### src/rtl/ptp_tsq_multi.sv
`timescale 1ns/1ps
// ptp_tsq_multi: per-channel PTP timestamp FIFOs with a host register window
// for popping {info, sec, ns} snapshots and monitoring overflow.
module ptp_tsq_multi #(
    parameter int CHANNELS    = 2,
    parameter int DEPTH_LOG2  = 4,
    parameter int DROP_OLDEST = 0
) (
    input  logic                   clk,
    input  logic                   rst_n,
    input  logic [CHANNELS-1:0]    ts_valid,
    input  logic [CHANNELS*48-1:0] ts_sec,
    input  logic [CHANNELS*32-1:0] ts_ns,
    input  logic [CHANNELS*16-1:0] ts_info,
    input  logic                   wr_in,
    input  logic                   rd_in,
    input  logic [7:0]             addr_in,
    input  logic [31:0]            data_in,
    output logic [31:0]            data_out
);
    localparam int DEPTH = 1 << DEPTH_LOG2;
    localparam int CW    = DEPTH_LOG2 + 1;

    logic [4:0]  off;
    logic [31:0] rv [8];
    logic        unused_data;

    assign off         = addr_in[4:0];
    assign unused_data = ^data_in[31:3];

    for (genvar c = 0; c < 8; c++) begin : g_ch
        if (c < CHANNELS) begin : g_on
            logic [95:0]           mem [DEPTH];
            logic [95:0]           snap;
            logic [DEPTH_LOG2-1:0] wr_ptr, rd_ptr;
            logic [CW-1:0]         count;
            logic [7:0]            drop;
            logic                  ovf_flag, snap_valid;
            logic                  sel, flush, clr, pop, full, empty, pop_ok, ovf, push, adv_rd;
            logic [31:0]           status;

            always_comb begin
                sel    = wr_in && addr_in[7:5] == 3'(c) && off == 5'h04;
                flush  = sel && data_in[0];
                clr    = sel && data_in[1];
                pop    = sel && data_in[2];
                full   = count == CW'(DEPTH);
                empty  = count == '0;
                pop_ok = pop && !empty;
                // a full queue only overflows when no pop frees a slot this cycle
                ovf    = ts_valid[c] && !flush && full && !pop_ok;
                push   = ts_valid[c] && !flush && (!ovf || DROP_OLDEST != 0);
                adv_rd = pop_ok || (ovf && DROP_OLDEST != 0);
                status = {drop, 4'b0, snap_valid, ovf_flag, full, empty, 7'b0, 9'(count)};
            end

            always_ff @(posedge clk)
                if (push) mem[wr_ptr] <= {ts_info[c*16 +: 16], ts_sec[c*48 +: 48], ts_ns[c*32 +: 32]};

            always_ff @(posedge clk or negedge rst_n) begin
                if (!rst_n) begin
                    wr_ptr     <= '0;
                    rd_ptr     <= '0;
                    count      <= '0;
                    snap       <= '0;
                    snap_valid <= 1'b0;
                    ovf_flag   <= 1'b0;
                    drop       <= '0;
                end else begin
                    if (flush) begin
                        wr_ptr     <= '0;
                        rd_ptr     <= '0;
                        count      <= '0;
                        snap_valid <= 1'b0;
                    end else begin
                        if (push) wr_ptr <= wr_ptr + DEPTH_LOG2'(1);
                        if (adv_rd) rd_ptr <= rd_ptr + DEPTH_LOG2'(1);
                        count <= count + CW'(push) - CW'(adv_rd);
                        if (pop) snap_valid <= pop_ok;
                        if (pop_ok) snap <= mem[rd_ptr];
                    end
                    if (clr) begin
                        ovf_flag <= 1'b0;
                        drop     <= '0;
                    end else if (ovf) begin
                        ovf_flag <= 1'b1;
                        if (drop != 8'hff) drop <= drop + 8'd1;
                    end
                end
            end

            assign rv[c] = off == 5'h00 ? status :
                           off == 5'h08 ? snap[95:64] :
                           off == 5'h0c ? snap[63:32] :
                           off == 5'h10 ? snap[31:0] : '0;
        end else begin : g_off
            assign rv[c] = '0;
        end
    end

    always_ff @(posedge clk or negedge rst_n)
        if (!rst_n) data_out <= '0;
        else if (rd_in) data_out <= rv[addr_in[7:5]];
endmodule
### config.mk
export PLATFORM = sky130hd
export DESIGN_NAME = ptp_tsq_multi
export DESIGN_NICKNAME = d
export VERILOG_FILES = /design/src/rtl/ptp_tsq_multi.sv
export SDC_FILE = /design/constraint.sdc
export NUM_CORES = 2
export LEC_CHECK = 0
export BUFFER_PORTS_ARGS = -buffer_cell sky130_fd_sc_hd__buf_2
export CORE_ASPECT_RATIO = 0.8
export CORE_MARGIN = 2
export CORE_UTILIZATION = 45
export CTS_CLUSTER_DIAMETER = 120
export DETAILED_ROUTE_END_ITERATION = 12
export GPL_TIMING_DRIVEN = 0
export PLACE_DENSITY = 0.6
export SKIP_CTS_REPAIR_TIMING = 1
export SYNTH_ARGS = -nofsm -noshare
export SYNTH_HDL_FRONTEND = slang
export SYNTH_SLANG_ARGS = --single-unit
### constraint.sdc
create_clock -name clk -period 14.8 [get_ports clk]
set_clock_uncertainty 0.1 [all_clocks]
set_input_delay 0 -clock clk [delete_from_list [all_inputs] [get_ports clk]]
set_output_delay 0 -clock clk [all_outputs]
set_load 0.02 [all_outputs]
* Word-level counts from Yosys, hierarchy flattened
Memories as Yosys holds them, arrays and structs flattened. A register that Yosys moved wholly into a read port is not among the register bits.
Index checks and enable logic that the tools add are counted.
** Word-level totals
- Bits in registers :: 78
- RAM bits :: 3072
- Input bits :: 238
- Output and inout port bits :: 32
- Logic and storage cells :: 125
- Memories kept :: 2
** Operators by class
- Add/subtract/negate cells :: 10
- Order comparisons :: 1
- Eq/ne operators :: 9
- Multiplexer cells :: 39
- Bitwise operators :: 3
- Reductions and logical operators :: 48
** Memories
- g_ch[0].g_on.mem :: words 16, width 96, rd ports 1, clocked after memory_dff 1, wr ports 1, RTL line 33 : logic [95:0] mem [DEPTH];
- g_ch[1].g_on.mem :: words 16, width 96, rd ports 1, clocked after memory_dff 1, wr ports 1, RTL line 33
** Operator list (count)
- $mux 32 :: 10
- $bmux 32 s3 :: 1
- $mux 8 :: 6
- $mux 4 :: 8
- $logic_and 1x1->1 :: 20
- $reduce_bool 2->1 :: 10
- $add 4x1->4 const B :: 4
- $add 8x1->8 const B :: 2
- $ne 8x8->1 const B :: 2
- $eq 5x5->1 const B :: 3
- $logic_not 5->1 :: 3
- $mux 1 :: 12
- $add 5x1->5 :: 2
- $eq 5x4->1 const B :: 2
- $logic_not 1->1 :: 10
- $mux 5 :: 2
- $sub 5x1->5 :: 2
- $reduce_and 2->1 :: 4
- $eq 5x3->1 const B :: 1
- $ge 4x4->1 const B :: 1
- $not 3->4 :: 1
- $eq 3x1->1 const B :: 1
- $logic_not 3->1 :: 1
- $not 1->1 :: 2

* Depth between registers and ports, before layout
- Depth after elaboration :: 13
- Depth in mapped cells :: 14
- Depth with buffers taken out :: 13

* Worst setup path before layout
No wires, ideal clock.
- Kind :: reg-to-reg
- Start :: register g_ch[1].g_on.count[2]
- End :: memory g_ch[1].g_on.mem[0][0], enable pin
- Library setup time :: 0.786 ns
- Arrival time :: 10.228 ns
- Data required time :: 13.914 ns
- Path slack :: 3.686 ns
- Stages on the path, launching flop included :: 7
- Buffers on the path :: 1
- Clock period less this slack :: 11.114 ns
- Path through :: dfrtp_1 inv_1 ha_1 nor4bb_1 clkbuf_1 a21o_1 nor4_1
** Between the ends
- Word-level cells in the longest chain between the ends :: 9
- Elaborated cells on any way between the ends :: 11
- Those cells by class :: eq/ne: 1; mux: 2; reduce/logical: 8
** RTL lines
- start, declared :: RTL line 36 : logic [CW-1:0] count;
- start signal, assigned :: RTL line 78 : count <= count + CW'(push) - CW'(adv_rd);
- $logic_not 5->1 :: RTL line 48 : empty = count == '0;
- $logic_not 1->1 :: RTL line 49 : pop_ok = pop && !empty;
- $logic_and 1x1->1 :: RTL line 49
- $logic_not 1->1 :: RTL line 51 : ovf = ts_valid[c] && !flush && full && !pop_ok;
- $logic_and 1x1->1 * :: RTL line 51
- $logic_not 1->1 * :: RTL line 52 : push = ts_valid[c] && !flush && (!ovf || DROP_OLDEST != 0);
- $logic_and 1x1->1 * :: RTL line 52
- $mux 1 * :: RTL line 58 : if (push) mem[wr_ptr] <= {ts_info[c*16 +: 16], ts_sec[c*48 +: 48], ts_ns[c*32 +: 32]};
- $mux 1 (implied by the code) * :: RTL line 58
- end, declared :: RTL line 33
Mark *: on every way between the ends. The rest lies on a longest branch, timed or not.

* Final worst setup path
- Start :: input port addr_in[4]
- End :: memory g_ch[0].g_on.mem[0][38], enable pin
** Between the ends
- Word-level cells in the longest chain between the ends :: 11
- Elaborated cells on any way between the ends :: 14
- Those cells by class :: eq/ne: 1; mux: 2; reduce/logical: 11
** RTL lines
- start, declared :: RTL line 17 : input logic [7:0] addr_in,
- $eq 5x3->1 * :: RTL line 43 : sel = wr_in && addr_in[7:5] == 3'(c) && off == 5'h04;
- $logic_and 1x1->1 * :: RTL line 43
- $logic_and 1x1->1 :: RTL line 44 : flush = sel && data_in[0];
- $logic_not 1->1 :: RTL line 51, 52
- $logic_and 1x1->1 :: RTL line 51, 52
- $logic_and 1x1->1 (2 in a row) :: RTL line 51
- $logic_not 1->1 :: RTL line 52
- $logic_and 1x1->1 * :: RTL line 52
- $mux 1 * :: RTL line 58
- $mux 1 (implied by the code) * :: RTL line 58
- end, declared :: RTL line 33
Marked as above.

==> impl_results.md <==
* Status: complete, but fails checks
* Failing checks: design-rule violations, negative hold slack
* Via count at 66000
* Initial Util at 45.3%
* Synth top area share at 71.7%
* Count of non-filler cells in the finished layout at 11200
* Required @ worst endpoint at 15.27 ns
* Post-synth top flop: edfxtp_1
* # fillers at 21900
* CTS tree: yes
* Max-Cap Viols at 0
* Core area at 284000 µm²
* Worst skew pair latency at 0.88 ns
* FP Rows at 175
* Routed wire length at 349 mm
* DR vias/cell at 5.89
* I/O pins at 270
* Crit path max fanout at 8
* Fmax at 233 MHz
* Pin count of the biggest net entering global routing at 114
* Post-synth ARST share at 8.08%
* Final Cycle Share at 29.0%
* Total Routing Usage GR at 23.7%
* Number of port buffers at 236
* Hold EP: g_ch[1].g_on.mem[9][40]$_DFFE_PP_
* Post-synthesis sequential area ratio at 77.0%
* R2R cell count at 7
* DIE AREA at 290000 µm²
* Die Width at 602 µm
* Hold Worst Slack at -0.00913 ns
* Worst Hold Path Cells at 2
* Clock root buffer: clkbuf_16
* Post-synth cell types at 67
* Syn Area/Cell at 22.2 µm²
* Final hold vios at 59
* PwrDens at 141 nW/µm²
* H-tree Lvls at 5
* Syn Std Cell Area at 129000 µm²
* Area leader, netlist: edfxtp_1
* Clock sink total at 3342
* DP Cell Count at 10200
* Post-Synthesis Cells at 5789
* Final nets at 7369
* Cell mode on critical path: buf_4
* Die Y-Extent at 482 µm
* Post-DRT Antenna Nets at 0
* CP arrival at 4.76 ns
* RSZ-0062 raised after global routing: no
* RePlAce Congestion at 0.904
* Synth Net Count at 6053
* Leak pwr at 49.4 nW
* DR pass1 iterations at 10
* First-pass GRT wire length at 486 mm
* Crit-path cells: dlygate4sd3_1 > buf_2 > nor3_1 > and4_1 > clkbuf_1 > o21ai_0 > nor4_2 > buf_6 > buf_4 > buf_4 > buf_4 > buf_4 > buf_4 > buf_4 > buf_4
* Iteration-0 DRC Markers at 8628
* Yosys reg bits at 3342
* Setup TNS after final layout at 0 ns
* Clock slew at reported path FFs at 0.06 ns
* Vias in the first global route at 64400
* R2r startpoint: g_ch[0].g_on.rd_ptr[3]$_DFFE_PN0P_
* Top cells by area, synth: edfxtp_1 (72%), mux4_2 (13%), dfrtp_1 (5.3%)
* Worst setup startpoint: addr_in[4]
* DRC viols at 33
* Clock buffer depth at 4
* Initial antenna violation count at 62
* Area Growth Syn to Fin at 19.2%
* Critical path capture point type: flip-flop
* Critical Path Max Stage Delay at 0.66 ns
* Avg WL per Cell at 31.2 µm
* Layout cells sized above 1 at 29.0%
* Final min period at 4.29 ns
* Max-slew violation count at 0
* Post-DP HPWL at 242 mm
* HP Start: ts_sec[56]
* Slew margin rel. at 0.648%
* Final setup vio count at 0
* Worst-case vdd ir drop at 0.0979 mV
* Remaining Overflow, GRT at 0
* Measured slew at the worst slew-check pin at 1.49 ns
* CP max-delay cell: nor4_2
* Critical path startpoint category: input pin
* EDFF count, synth at 3072
* Crit Path Class: input pin to flip-flop
* HP Class: input pin to flip-flop
* FF-to-FF End: g_ch[0].g_on.snap[11]$_DFFE_PN0P_
* CTS buffer count at 330
* R2R Setup Slk at 10.67 ns
* YS warnings at 0
==> cells in the final DEF, fill, tap and decap left out, types with 97 or more instances in the layout <==
cell type      netlist  routed
mux2i_1            452     452
buf_4                9     161
clkbuf_16            0     338
clkbuf_1           162     238
a221oi_1           126     126
o22ai_1             97      97
buf_6                0     145
mux2_2             118     118
buf_2              120     356
mux4_2             771     771
dfrtp_1            270     270
edfxtp_1          3072    3072
dlygate4sd3_1        0     371
nor2_1             138     126
==> power by group <==
group | switching [mW] | internal (mW) | total [mW]
combinational | 1.32 | 0.776 | 2.10
clock | 3.50 | 4.64 | 8.15
sequential | 0.201 | 11.2 | 11.4
==> critical path: cells and delay by family <==
| kind | cells | cell delay [ns] |
|---|---|---|
| AND/OR/NAND/NOR | 3 | 1.52 |
| AO/OA/AOI/OAI | 1 | 0.33 |
| buffers and inverters | 11 | 2.87 |
==> layer usage <==
layer / GRT usage (%) / up-vias / share of wire (%)
li1: - / 27200 / -
met5: 0 / - / 0.030
met4: 7.67 / 18 / 3.2
met3: 4.73 / 538 / 8.2
met2: 36.3 / 2754 / 46
met1: 34.4 / 35400 / 42
==> metrics by stage <==
step,utilization [%],hold WS (ns),area (µm²),setup WS [ns],power (mW)
floorplan,-,-0.396,129000,3.69,12.6
global placement,47.4,0.264,135000,-9.37,13.7
detailed placement,49.0,-0.0896,139000,10.34,13.6
CTS,52.6,-1.04,150000,10.68,21.7
global route,53.9,-0.00264,153000,10.31,22.3
finish,54.0,-0.00913,153000,10.51,21.7
==> cells by family (layout without fill, tap and decap cells) <==
logic type,after synthesis,count (layout),share of synthesized area [%]
muxes,1341,1341,18.0
adders and majority gates,26,26,0.265
other,0,21,0
and+or+nand+nor,338,338,1.31
xor gates and xnor gates,7,7,0.0477
AOI/OAI and AO/OA,374,374,2.17
buffers and inverters,361,1944,1.20
DFF,3342,3342,77.0
==> worst max-delay path by stage <==
stage                                    endpoint  slack (ns)  cells past startpoint
2_1_floorplan    g_ch[1].g_on.mem[0][0]$_DFFE_PP_        3.69                      6
3_3_place_gp    g_ch[0].g_on.mem[1][26]$_DFFE_PP_       -9.37                      6
3_5_place_dp    g_ch[0].g_on.mem[0][41]$_DFFE_PP_       10.34                     14
4_1_cts        g_ch[1].g_on.mem[15][31]$_DFFE_PP_       10.68                     13
5_1_grt         g_ch[0].g_on.mem[0][35]$_DFFE_PP_       10.31                     15
6_report        g_ch[0].g_on.mem[0][38]$_DFFE_PP_       10.51                     15
==> synth_stat cells (9+ instances only) <==
cell and n:
dfrtp_1 270, nand3_1 15, nor3_1 50, mux2_2 118
buf_2 120, o21ai_0 23, buf_4 9, nand2_1 41
nor4_1 13, o22ai_1 97, clkbuf_1 162, mux4_2 771
a22oi_1 9, edfxtp_1 3072, a2111oi_0 11, o31ai_1 22
nor2_1 138, nand4_1 13, mux2i_1 452, ha_1 24
buf_1 46, nand2b_1 12, o2bb2ai_1 15, inv_1 22
a221oi_1 126, a21oi_1 27
==> area by class of cell <==
cell class,instances,area (µm²),share of cell area (%)
diodes,21,52.6,0.0343
repair buffers,984,9310,6.07
clock buffers,438,9030,5.89
well taps,3805,4760,3.10
plain buffers,338,1460,0.951
flip-flops and latches,3342,99000,64.6
clock inverters,161,1330,0.866
multi-input cells,2086,28300,18.5
inverters,23,86.3,0.0563
==> state kept, by name, summed over array words and instances, names as in the netlist <==
signal                cells
data_out                 32
g_ch.g_on.count          10
g_ch.g_on.drop           16
g_ch.g_on.mem          3072
g_ch.g_on.ovf_flag        2
g_ch.g_on.rd_ptr          8
g_ch.g_on.snap          192
g_ch.g_on.snap_valid      2
g_ch.g_on.wr_ptr          8
Note: power is estimated with default switching activity, not from simulation.
